==> src/rtl/fetch_queue.sv <==
// ---------------------------------------------------------------------------
// fetch_queue
//   Instruction prefetch stage that sits in front of the core's Fetch/Decode
//   boundary. It issues in-order word fetches to instruction memory, buffers
//   the returned words together with their PCs in a small FIFO, and presents
//   the FIFO head to the core. An Execute-stage redirect flushes the FIFO,
//   reloads the fetch PC and discards responses that are still in flight.
//
//   Handshakes: a request transfers on a rising edge where o_MemReqValid and
//   i_MemReqReady are both high. Once raised, valid and address are held
//   until that transfer, unless a redirect intervenes. Memory returns exactly
//   one i_MemRspValid pulse per accepted request, in order, no earlier than
//   the cycle after acceptance; there is no backpressure on responses.
//
//   Ports:
//     i_Clk, i_Reset        clock, synchronous active-low reset
//     o_MemReqValid/Addr    fetch request (word-aligned address)
//     i_MemReqReady         memory accepts the request
//     i_MemRspValid/Data    in-order instruction word returns
//     o_InstrValid          FIFO head valid
//     o_InstrF/PCF/PCPlus4F head instruction, its PC and PC+4 (0 when empty)
//     i_StallF              core holds the head
//     i_PCSrcE/i_PCTargetE  redirect request and target
//
//   Optional: define FETCH_QUEUE_PERF_EN to add o_BubbleCnt and
//   o_RedirectCnt, saturating 32-bit event counters.
// ---------------------------------------------------------------------------
module fetch_queue #(
    parameter int unsigned     DEPTH    = 4,
    parameter int unsigned     XLEN     = 32,
    parameter logic [XLEN-1:0] RESET_PC = 32'h0000_0000
) (
    input  logic            i_Clk,
    input  logic            i_Reset,
    output logic            o_MemReqValid,
    input  logic            i_MemReqReady,
    output logic [XLEN-1:0] o_MemReqAddr,
    input  logic            i_MemRspValid,
    input  logic [XLEN-1:0] i_MemRspData,
    output logic            o_InstrValid,
    output logic [XLEN-1:0] o_InstrF,
    output logic [XLEN-1:0] o_PCF,
    output logic [XLEN-1:0] o_PCPlus4F,
    input  logic            i_StallF,
    input  logic            i_PCSrcE,
    input  logic [XLEN-1:0] i_PCTargetE
`ifdef FETCH_QUEUE_PERF_EN
    ,
    output logic [31:0]     o_BubbleCnt,
    output logic [31:0]     o_RedirectCnt
`endif
);

    localparam int unsigned PW = $clog2(DEPTH);
    localparam int unsigned CW = PW + 1;
    localparam logic [CW:0] DEPTH_W = (CW+1)'(DEPTH);

    typedef enum logic {
        ST_RUN   = 1'b0,
        ST_DRAIN = 1'b1
    } state_t;

    state_t          r_State;
    state_t          w_StateNext;
    logic [CW-1:0]   r_Count;
    logic [CW-1:0]   r_Outstanding;
    logic [CW-1:0]   r_Drop;
    logic [CW-1:0]   w_DropNext;
    logic [CW-1:0]   w_OutstandingNext;
    logic [PW-1:0]   r_WrPtr;
    logic [PW-1:0]   r_RdPtr;
    logic [XLEN-1:0] r_FetchPC;
    logic [XLEN-1:0] r_RspPC;
    logic [XLEN-1:0] r_InstrMem [DEPTH];
    logic [XLEN-1:0] r_PCMem    [DEPTH];

    logic            w_Credit;
    logic            w_Accept;
    logic            w_Discard;
    logic            w_Push;
    logic            w_Pop;
    logic [CW:0]     w_Inflight;
    logic [XLEN-1:0] w_Target;
    logic            w_unused_tgt_lsbs;

    // Buffered plus outstanding words never exceed DEPTH, so every response
    // that is kept always finds a free FIFO slot.
    assign w_Inflight = (CW+1)'(r_Count) + (CW+1)'(r_Outstanding);
    assign w_Credit   = (w_Inflight < DEPTH_W);

    assign w_Target          = {i_PCTargetE[XLEN-1:2], 2'b00};
    assign w_unused_tgt_lsbs = ^i_PCTargetE[1:0];

    // Gating with i_Reset keeps the request low while reset is held.
    assign o_MemReqValid = i_Reset && (r_State == ST_RUN) && !i_PCSrcE && w_Credit;
    assign o_MemReqAddr  = r_FetchPC;
    assign w_Accept      = o_MemReqValid && i_MemReqReady;

    assign w_Discard = i_MemRspValid && (r_Drop != '0);
    assign w_Push    = i_MemRspValid && (r_Drop == '0) && !i_PCSrcE;
    assign w_Pop     = o_InstrValid && !i_StallF && !i_PCSrcE;

    assign w_OutstandingNext = r_Outstanding + CW'(w_Accept) - CW'(i_MemRspValid);

    // Head comes straight from registered storage: a response written at
    // the end of cycle N is first visible in cycle N+1.
    assign o_InstrValid = (r_Count != '0);
    assign o_InstrF     = o_InstrValid ? r_InstrMem[r_RdPtr] : '0;
    assign o_PCF        = o_InstrValid ? r_PCMem[r_RdPtr] : '0;
    assign o_PCPlus4F   = o_InstrValid ? (r_PCMem[r_RdPtr] + XLEN'(4)) : '0;

    // Next-state and drop bookkeeping. A redirect recomputes how many
    // responses are stale: everything outstanding minus the one (if any)
    // returning this cycle, which is itself thrown away.
    always_comb begin
        w_StateNext = r_State;
        w_DropNext  = r_Drop;
        if (i_PCSrcE) begin
            w_DropNext  = r_Outstanding - CW'(i_MemRspValid);
            w_StateNext = (w_DropNext != '0) ? ST_DRAIN : ST_RUN;
        end else begin
            if (w_Discard) begin
                w_DropNext = r_Drop - 1'b1;
            end
            if ((r_State == ST_DRAIN) && (w_DropNext == '0)) begin
                w_StateNext = ST_RUN;
            end
        end
    end

    always_ff @(posedge i_Clk) begin
        if (!i_Reset) begin
            r_State       <= ST_RUN;
            r_Count       <= '0;
            r_Outstanding <= '0;
            r_Drop        <= '0;
            r_WrPtr       <= '0;
            r_RdPtr       <= '0;
            r_FetchPC     <= RESET_PC;
            r_RspPC       <= RESET_PC;
        end else begin
            r_State       <= w_StateNext;
            r_Drop        <= w_DropNext;
            r_Outstanding <= w_OutstandingNext;
            if (i_PCSrcE) begin
                r_FetchPC <= w_Target;
                r_RspPC   <= w_Target;
                r_Count   <= '0;
                r_WrPtr   <= '0;
                r_RdPtr   <= '0;
            end else begin
                if (w_Accept) begin
                    r_FetchPC <= r_FetchPC + XLEN'(4);
                end
                if (w_Push) begin
                    r_RspPC <= r_RspPC + XLEN'(4);
                    r_WrPtr <= r_WrPtr + 1'b1;
                end
                if (w_Pop) begin
                    r_RdPtr <= r_RdPtr + 1'b1;
                end
                case ({w_Push, w_Pop})
                    2'b10:   r_Count <= r_Count + 1'b1;
                    2'b01:   r_Count <= r_Count - 1'b1;
                    default: r_Count <= r_Count;
                endcase
            end
        end
    end

    // Storage needs no reset; r_Count decides what is valid.
    always_ff @(posedge i_Clk) begin
        if (w_Push) begin
            r_InstrMem[r_WrPtr] <= i_MemRspData;
            r_PCMem[r_WrPtr]    <= r_RspPC;
        end
    end

`ifdef FETCH_QUEUE_PERF_EN
    logic [31:0] r_BubbleCnt;
    logic [31:0] r_RedirectCnt;

    always_ff @(posedge i_Clk) begin
        if (!i_Reset) begin
            r_BubbleCnt   <= '0;
            r_RedirectCnt <= '0;
        end else begin
            if (!o_InstrValid && !i_StallF && (r_BubbleCnt != '1)) begin
                r_BubbleCnt <= r_BubbleCnt + 32'd1;
            end
            if (i_PCSrcE && (r_RedirectCnt != '1)) begin
                r_RedirectCnt <= r_RedirectCnt + 32'd1;
            end
        end
    end

    assign o_BubbleCnt   = r_BubbleCnt;
    assign o_RedirectCnt = r_RedirectCnt;
`endif

endmodule

==> config.mk <==
export PLATFORM = sky130hd
export DESIGN_NAME = fetch_queue
export DESIGN_NICKNAME = d
export VERILOG_FILES = /design/src/rtl/fetch_queue.sv
export SDC_FILE = /design/constraint.sdc
export NUM_CORES = 1
export LEC_CHECK = 0
export ABC_CLOCK_PERIOD_IN_PS = 3700
export CORE_MARGIN = 8
export CORE_UTILIZATION = 55
export DETAILED_ROUTE_END_ITERATION = 8
export GPL_ROUTABILITY_DRIVEN = 0
export PLACE_DENSITY = 0.77
export SLEW_MARGIN = 15
export SYNTH_ARGS = -nofsm -noshare
export SYNTH_HDL_FRONTEND = slang
export SYNTH_SLANG_ARGS = --single-unit
==> constraint.sdc <==
create_clock -name i_Clk -period 3.7 [get_ports i_Clk]
set_input_delay 0.37 -clock i_Clk [delete_from_list [all_inputs] [get_ports i_Clk]]
set_output_delay 0.37 -clock i_Clk [all_outputs]
set_load 0.03 [all_outputs]
# ---- Word-level counts from Yosys, hierarchy flattened
# Memories as Yosys holds them, arrays and structs flattened. A register that Yosys moved wholly into a read port is not among the register bits.
# Index checks and enable logic that the tools add are counted.
dict set report word_totals {
  n_memories 2
  ramBits 256
  ff_bits 78
  out_inout_bits 130
}
# name words width read_ports rd_ports_with_merged_regs wr line_no
set mem_list {}
lappend mem_list {r_InstrMem 4 32 1 1 1 74} ;# logic [XLEN-1:0] r_InstrMem [DEPTH];
lappend mem_list {r_PCMem 4 32 1 1 1 75} ;# logic [XLEN-1:0] r_PCMem [DEPTH];
dict set report classes {
  n_eq_ne 2
  addsub 12
  muxes 20
  bitwise 2
  reduce_logical 22
  magnitude_cmp 1
}
# cell count
set op_table {}
lappend op_table {{two-way mux 32 bit} 7}
lappend op_table {{adder 32 x 3 -> 32 bit (second input constant)} 3}
lappend op_table {{logical AND 1 bit} 10}
lappend op_table {{two-way mux 3 bit} 3}
lappend op_table {{nonzero test 3 bit} 3}
lappend op_table {{two-way mux 2 bit} 4}
lappend op_table {{nonzero test 2 bit} 4}
lappend op_table {{zero test 3 bit} 2}
lappend op_table {{case mux 3 bit (2 select lines)} 1}
lappend op_table {{subtractor 3 x 1 -> 3 bit} 2}
lappend op_table {{subtractor 3 x 1 -> 3 bit (second input constant)} 2}
lappend op_table {{two-way mux 1 bit} 5}
lappend op_table {{adder 2 x 1 -> 2 bit (second input constant)} 2}
lappend op_table {{adder 3 x 3 -> 4 bit} 1}
lappend op_table {{< comparator 4 x 3 -> 1 bit (second input constant)} 1}
lappend op_table {{adder 3 x 1 -> 3 bit} 1}
lappend op_table {{adder 3 x 1 -> 3 bit (second input constant)} 1}
lappend op_table {{== test 2 x 1 -> 1 bit (second input constant)} 1}
lappend op_table {{== test 2 bit (second input constant)} 1}
lappend op_table {{zero test 1 bit} 2}
lappend op_table {{inverter 1 bit} 2}
lappend op_table {{OR reduction 2 bit} 1}

# ---- Logic depth before layout (Yosys ltp)
dict set report logic_depth {
  ltp_word 8
  mapped_depth 15
  depth_no_buf 12
}

# ---- Worst setup path before layout
# Ideal clock, no wire load.
dict set report synth_timing {
  path_kind {input-to-reg}
  startpoint {input i_PCSrcE}
  endpoint {memory r_InstrMem[0][0], enable pin}
  t_required_ns 3.273
  setup_time_ns 0.427
  cell_stages 5
  path_slack_ns 0.560
  t_arrival_ns 2.713
  path_cell_list {clkbuf_1 inv_1 clkbuf_1 clkbuf_1 and3_1}
}
dict set report synth_between {
  elab_chain_cells 4
}
# element line_no
set synth_rtl {}
lappend synth_rtl {{start, declared} 45} ;# input logic i_PCSrcE,
lappend synth_rtl {{zero test 1 bit} 100} ;# assign w_Push = i_MemRspValid && (r_Drop == '0) && !i_PCSrcE;
lappend synth_rtl {{logical AND 1 bit} 100}
lappend synth_rtl {{two-way mux 1 bit} 173} ;# if (w_Push) begin
lappend synth_rtl {{two-way mux 1 bit (not written as such)} 174} ;# r_InstrMem[r_WrPtr] <= i_MemRspData;
lappend synth_rtl {{end, declared} 74}
# Every way passes these cells.

==> qor.txt <==
Fillcell total: 1776
I/O pin count: 200
Synth area leader: edfxtp_1
Vias per cell: 6.00
Synth Cell Area: 14500 µm²
F_max: 281 MHz
Outcome: completed
DR vias: 9751
H-tree Lvls: 1
#FFs+latches synth: 324
Distinct cell type count after synthesis: 67
Commonest non-fill, non-tap cell in the layout: edfxtp_1
# DRC: 0
Most frequent cells in the layout: edfxtp_1, clkdlybuf4s50_1, dfxtp_1
Initial core utilization: 0.557
Routed Wire Length: 34800 µm
Wire length of the first global-routing pass: 53500 µm
Largest net degree at the start of global routing: 63
Max clock buf depth: 3
Die Height: 178 µm
Clock Root Buffer: clkbuf_16
Power Density: 465 nW/µm²
Worst-path clk slew: 0.06 ns
P&R area growth vs syn: 24.6%
CP top delay family: multiplexers
First drt pass iteration count: 5
RSZ-0062 raised after global routing: no
Leakage: 0.00608 µW
Post-DP HPWL: 23100 µm
Synth async-reset ratio: 0
Ant diodes: 0
Post-layout min period: 3.56 ns
Die X: 178 µm
Max Cap Viol: 0
Worst-skew pair later-pin latency: 0.56 ns
Final Skew: 0.0106 ns
CTS tree: built
Final-stage net count: 1353
Cells after synthesis: 1062
CTS Buf Count: 31
Pins over their slew limit: 0
Least-Margin Pin Slew: 1.12 ns
Worst stage delay on the critical path: 0.48 ns
Initial antenna violation count: 0
VDD IR max: 0.000319 V
Iteration-0 DRC Markers: 876
Crit start category: flip-flop
Crit path required time: 3.33 ns
Slew headroom: 0.253
Number of port buffers: 191
Setup-failing EPs final: 0
CP Cell Sequence: buf_12, mux4_1, nand4_2, or3_4, nor3_1, mux2_2, dlygate4sd2_1
Hold WC Path Type: in2reg
Top cells by area, synth: edfxtp_1, dfxtp_1, mux4_2
Final Cycle Share: 0.963
Synth Area per Inst: 13.6 µm²
Sequential area share after synthesis: 0.619
All-Layer GR Usage: 0.213
Endpoints failing hold: 0
Critical path class: reg2out
GR Overflow Total: 0
Top FF cell, synth: edfxtp_1
Setup TNS: 0 ns
Row Count: 59
Vias in the first global route: 9552
Drt wl/cell: 21.4 µm
Ys Warns: 0
Count of antenna-violating nets left after detailed routing: 0
CP Buf/Inv Count: 2
Post-synth EDFFs: 248
Layout cell share with drive strength beyond 1: 0.145
Sink Count: 324
Worst-path fanout max: 11
Tot Pwr: 8390 µW
WP data arrival: 3.19 ns
Crit end category: output pin
Core ar.: 26000 µm²
Slowest-stage cell, CP: mux4_1
Top cell type's share of synthesized area: 0.514
Die ar.: 31800 µm²
==> Yosys cell counts (11+ instances only) <==
master	n
ha_1	16
inv_1	28
nor2_1	58
o21ai_0	47
mux2_2	11
mux4_2	51
and2_1	68
dfxtp_1	76
nand4_1	20
nand3_1	26
a21oi_1	48
edfxtp_1	248
or3_1	16
xor2_1	14
xnor2_1	25
nor3_1	22
a31oi_1	30
and3_1	13
nor4_1	12
clkbuf_1	40
mux4_1	11
nand2_1	64
==> sequential cells by signal, summed over array words and instances, names as in the netlist, named ones only <==
signal and count:
r_PCMem 120, o_MemReqAddr 30, r_Drop 3, r_RspPC 30, r_State 1, r_RdPtr 2
r_Outstanding 3, r_WrPtr 2, r_Count 3, r_InstrMem 128
==> through the flow <==
step | setup WS [ns] | hold slack (ns) | util | instances | cell area, µm²
after floorplan | 0.560 | 0.460 | - | 1067 | 14500
after global placement | 0.258 | 0.483 | 0.648 | 1562 | 16800
after detailed placement | 0.184 | 0.491 | 0.648 | 1562 | 16800
after CTS | 0.0255 | 0.407 | 0.693 | 1624 | 18000
after global routing | 0.00971 | 0.430 | 0.695 | 1624 | 18000
final | 0.135 | 0.428 | 0.695 | 1624 | 18000
==> path summary, 6_finish.rpt <==
kind                    startpoint  slack, ns          endpoint  cells after the start
setup reg to reg  r_Outstanding[2]       0.99  r_Outstanding[2]                     12
hold reg to reg         r_WrPtr[1]       0.51        r_WrPtr[1]                      2
hold / removal     i_PCTargetE[12]       0.43  o_MemReqAddr[12]                      3
setup / recovery         flip-flop       0.14    o_PCPlus4F[21]                      7
==> worst register-to-register path, stage by stage (launching register included) <==
cell      delay [ns]
dfxtp_1         0.39
ha_1            0.26
nor4b_1         0.31
and4_1          0.27
clkinv_1        0.09
ha_1            0.28
inv_1           0.06
ha_1            0.13
inv_1           0.05
fa_1            0.39
xnor2_1         0.18
xnor2_1         0.13
nor2_1          0.05
==> final cells by class <==
| class | instances | area (µm²) | area share |
|---|---|---|---|
| Timing Repair Buffer | 231 | 2270 | 0.126 |
| Clock inverter | 21 | 317 | 0.0175 |
| Tap cell | 335 | 419 | 0.0232 |
| Sequential cell | 324 | 8970 | 0.497 |
| Multi-Input combinational cell | 648 | 5150 | 0.285 |
| Inverter | 29 | 109 | 0.00603 |
| Clock buffer | 36 | 815 | 0.0451 |
==> logic make-up after synthesis <==
group	count (synthesis)	share of synthesized area
other	1	0.000259
buffers and inverters	95	0.0308
flip-flops	324	0.619
adder cells (fa/ha/maj)	18	0.0166
AND/OR/NAND/NOR	345	0.132
AO/OA/AOI/OAI	165	0.0686
XOR/XNOR	39	0.0236
multiplexers	75	0.109
==> power breakdown <==
group	internal [µW]	switching [µW]	leakage, µW
Sequential	4040	110	0.00289
Clock	2130	1340	0.000549
Combinational	333	446	0.00264
==> layer usage <==
layer,routed length (µm),track usage,vias up
met5,0,0,-
met4,547,0.0448,0
met3,3120,0.0423,46
met2,16100,0.338,422
met1,15000,0.302,4804
li1,-,-,4479
==> what timing repair did <==
item,in CTS,in global routing
setup endpoints to repair,21,16
pin swaps,0,0
hold buffers,0,0
hold endpoints to repair,0,0
cloned,0,0
buffers inserted,5,0
resized for setup,18,20
Power figures use the tool's default switching activity.
==> patch, RTL diff (config.mk and constraints unchanged) <==
Register the input `i_PCTargetE` before use. The logic sees it one clock later. The other inputs are not delayed to match.
--- a/src/rtl/fetch_queue.sv
+++ b/src/rtl/fetch_queue.sv
@@ -61,4 +61,10 @@
     } state_t;
 
+    logic [XLEN-1:0] i_PCTargetE_q;
+
+    always_ff @(posedge i_Clk) begin
+        i_PCTargetE_q <= i_PCTargetE;
+    end
+
     state_t          r_State;
     state_t          w_StateNext;
@@ -89,6 +95,6 @@
     assign w_Credit   = (w_Inflight < DEPTH_W);
 
-    assign w_Target          = {i_PCTargetE[XLEN-1:2], 2'b00};
-    assign w_unused_tgt_lsbs = ^i_PCTargetE[1:0];
+    assign w_Target          = {i_PCTargetE_q[XLEN-1:2], 2'b00};
+    assign w_unused_tgt_lsbs = ^i_PCTargetE_q[1:0];
 
     // Gating with i_Reset keeps the request low while reset is held.
Behaviour: not the same (Yosys sat finds a counterexample within 4 cycles, from zero or initial values and one cycle with i_Reset low).
==> patch against the unedited design <==
- power increased by 4.7%
- sequential cell count rose by 30
- count of clock-buffer cells in the layout is 10 higher
- cell area rose by 2.9%
- clock skew is 0.00051 ns lower
- routed wire length up 3.3%
- area after synthesis is 3.6% higher
- worst setup slack got worse by 0.021 ns
==> patch: results (changes against the unedited design) <==
- # resized after CTS: 7 (was 18)
- Cell variety after synth: 55 (was 67)
- CTS Buf Count: 36 (was 31)
- Clk Latency, worst-skew pair: 0.51 ns (was 0.56 ns)
- Number of flops mapped to enable cells by yosys: 248 (unchanged)
- Ys async rst share: 0% (unchanged)
- Clock Skews: 0.01014 ns (was 0.01065 ns)
- Drt initial violations: 933 (was 876)
- NumNets Final: 1376 (was 1353)
- Final wirelength: 35930 um (was 34780 um)
- Sequential area share after synthesis: 63.75% (was 61.93%)
- Comb pwr share: 9.7% (was 9.3%)
- R2R setup slack: 0.84 ns (was 0.99 ns)
- Setup WS pre-CTS: 0.3904 ns (was 0.1843 ns)
- Cell Pwr Density: 473.2 nW/um^2 (was 465.0 nW/um^2)
- Status: complete, no violations (unchanged)
- Drt first pass iters: 5 (unchanged)
- CTS max path bufs: 3 (unchanged)
- Drc violations: 0 (unchanged)
- Max incr delay on CP: 0.68 ns (was 0.48 ns)
- Worst slew margin: 46.54% (was 25.33%)
- Fraction of layout cells with a size suffix above 1: 14.19% (was 14.51%)
- Vias in the first global route: 9972 (was 9552)
- Worst VDD drop: 321.9 uV (was 318.7 uV)
- Dominant cells by area after synthesis: edfxtp_1 (50%), dfxtp_1 (14%), mux4_2 (7.5%) (was edfxtp_1 (51%), dfxtp_1 (11%), mux4_2 (7.9%))
- Slowest cell on crit path: clkdlybuf4s50_1 (was mux4_1)
- Post-DP HPWL: 23090 um (was 23120 um)
- WP data arrival: 3.22 ns (was 3.19 ns)
- Hold Slack: 0.3026 ns (was 0.4279 ns)
- GRT Util Overall: 21.41% (was 21.30%)
- Leakage: 6.159 nW (was 6.078 nW)
- Largest net degree at the start of global routing: 68 (was 63)
- Postcts setup bufs: 3 (was 5)
- I/O Buffers: 191 (unchanged)
- Commonest cells in the netlist: edfxtp_1 (248), dfxtp_1 (106), and2_1 (69) (was edfxtp_1 (248), dfxtp_1 (76), and2_1 (68))
- Vias per inst: 6.018 (was 6.004)
- Clock power frac: 38.7% (was 41.3%)
- Hold Fails Final Rpt: 0 (unchanged)
- CP top delay family: simple AND/OR/NAND/NOR gates (was multiplexers)
- H-tree depth: 2 (was 1)
- Min Tclk post-route: 3.585 ns (was 3.565 ns)
- Sw frac: 23.18% (was 22.53%)
- Crit Path Max Fanout: 9 (was 11)
- Dominant cell type by area after synthesis: edfxtp_1 (unchanged)
- First-pass GRT wire length: 56330 um (was 53480 um)
[patch: changes by cell type in the layout (fill, tap and decap cells not counted), moves of 6 or more]
cell             change
a211oi_1             +8
a21oi_1              +7
a31oi_1             -10
a32oi_1              +7
buf_4                -6
bufinv_16            -6
clkbuf_16            +7
clkdlybuf4s50_1      +7
dfxtp_1             +30
dlygate4sd2_1        -8
nand2_1             -13
nor2_1               +6
[patch: cell families after synthesis]
kind of cell	synth area share (%)
mux	10.40
other cells	0.02498
fa+ha+maj	1.600
compound gates	6.218
buf+inv	2.909
simple gates	12.29
xor+xnor	2.801
flops	63.75
[patch: layer usage]
| layer | share of wire (%) | wire, um | vias up | GRT usage (%) |
|---|---|---|---|---|
| li1 | - | - | 4523 | - |
| met2 | 45 | 16190 | 525 | 33.11 |
| met3 | 8.8 | 3158 | 62 | 4.754 |
| met5 | 0 | 0 | - | 0 |
| met1 | 44 | 15850 | 4832 | 30.36 |
| met4 | 2.0 | 728 | 0 | 5.510 |
[patch: path summary, 6_finish.rpt]
check,depth (start not counted),start,to
setup / recovery,7,register,o_PCPlus4F[21]
hold / removal,1,i_PCTargetE[31],i_PCTargetE_q[31]
setup reg to reg,12,r_Outstanding[2],r_Outstanding[2]
hold reg to reg,2,i_PCTargetE_q[19],o_MemReqAddr[19]
[patch: stage by stage]
step,utilization [%],std cells,cell area [um^2]
3_3_place_gp,64.55,1585,17350
5_1_grt,69.11,1652,18570
2_1_floorplan,-,1087,15030
4_1_cts,68.81,1649,18490
3_5_place_dp,64.55,1585,17350
6_report,69.11,1652,18570
[patch: area by class of cell]
type	instances	area [um^2]
Inverter	33	123.9
Timing Repair Buffer	224	2287
Fill cell	1841	8303
Clock buffer	46	969.7
Multi-Input combinational cell	639	5065
Tap cell	341	426.7
Sequential cell	354	9574
Clock inverter	15	126.4
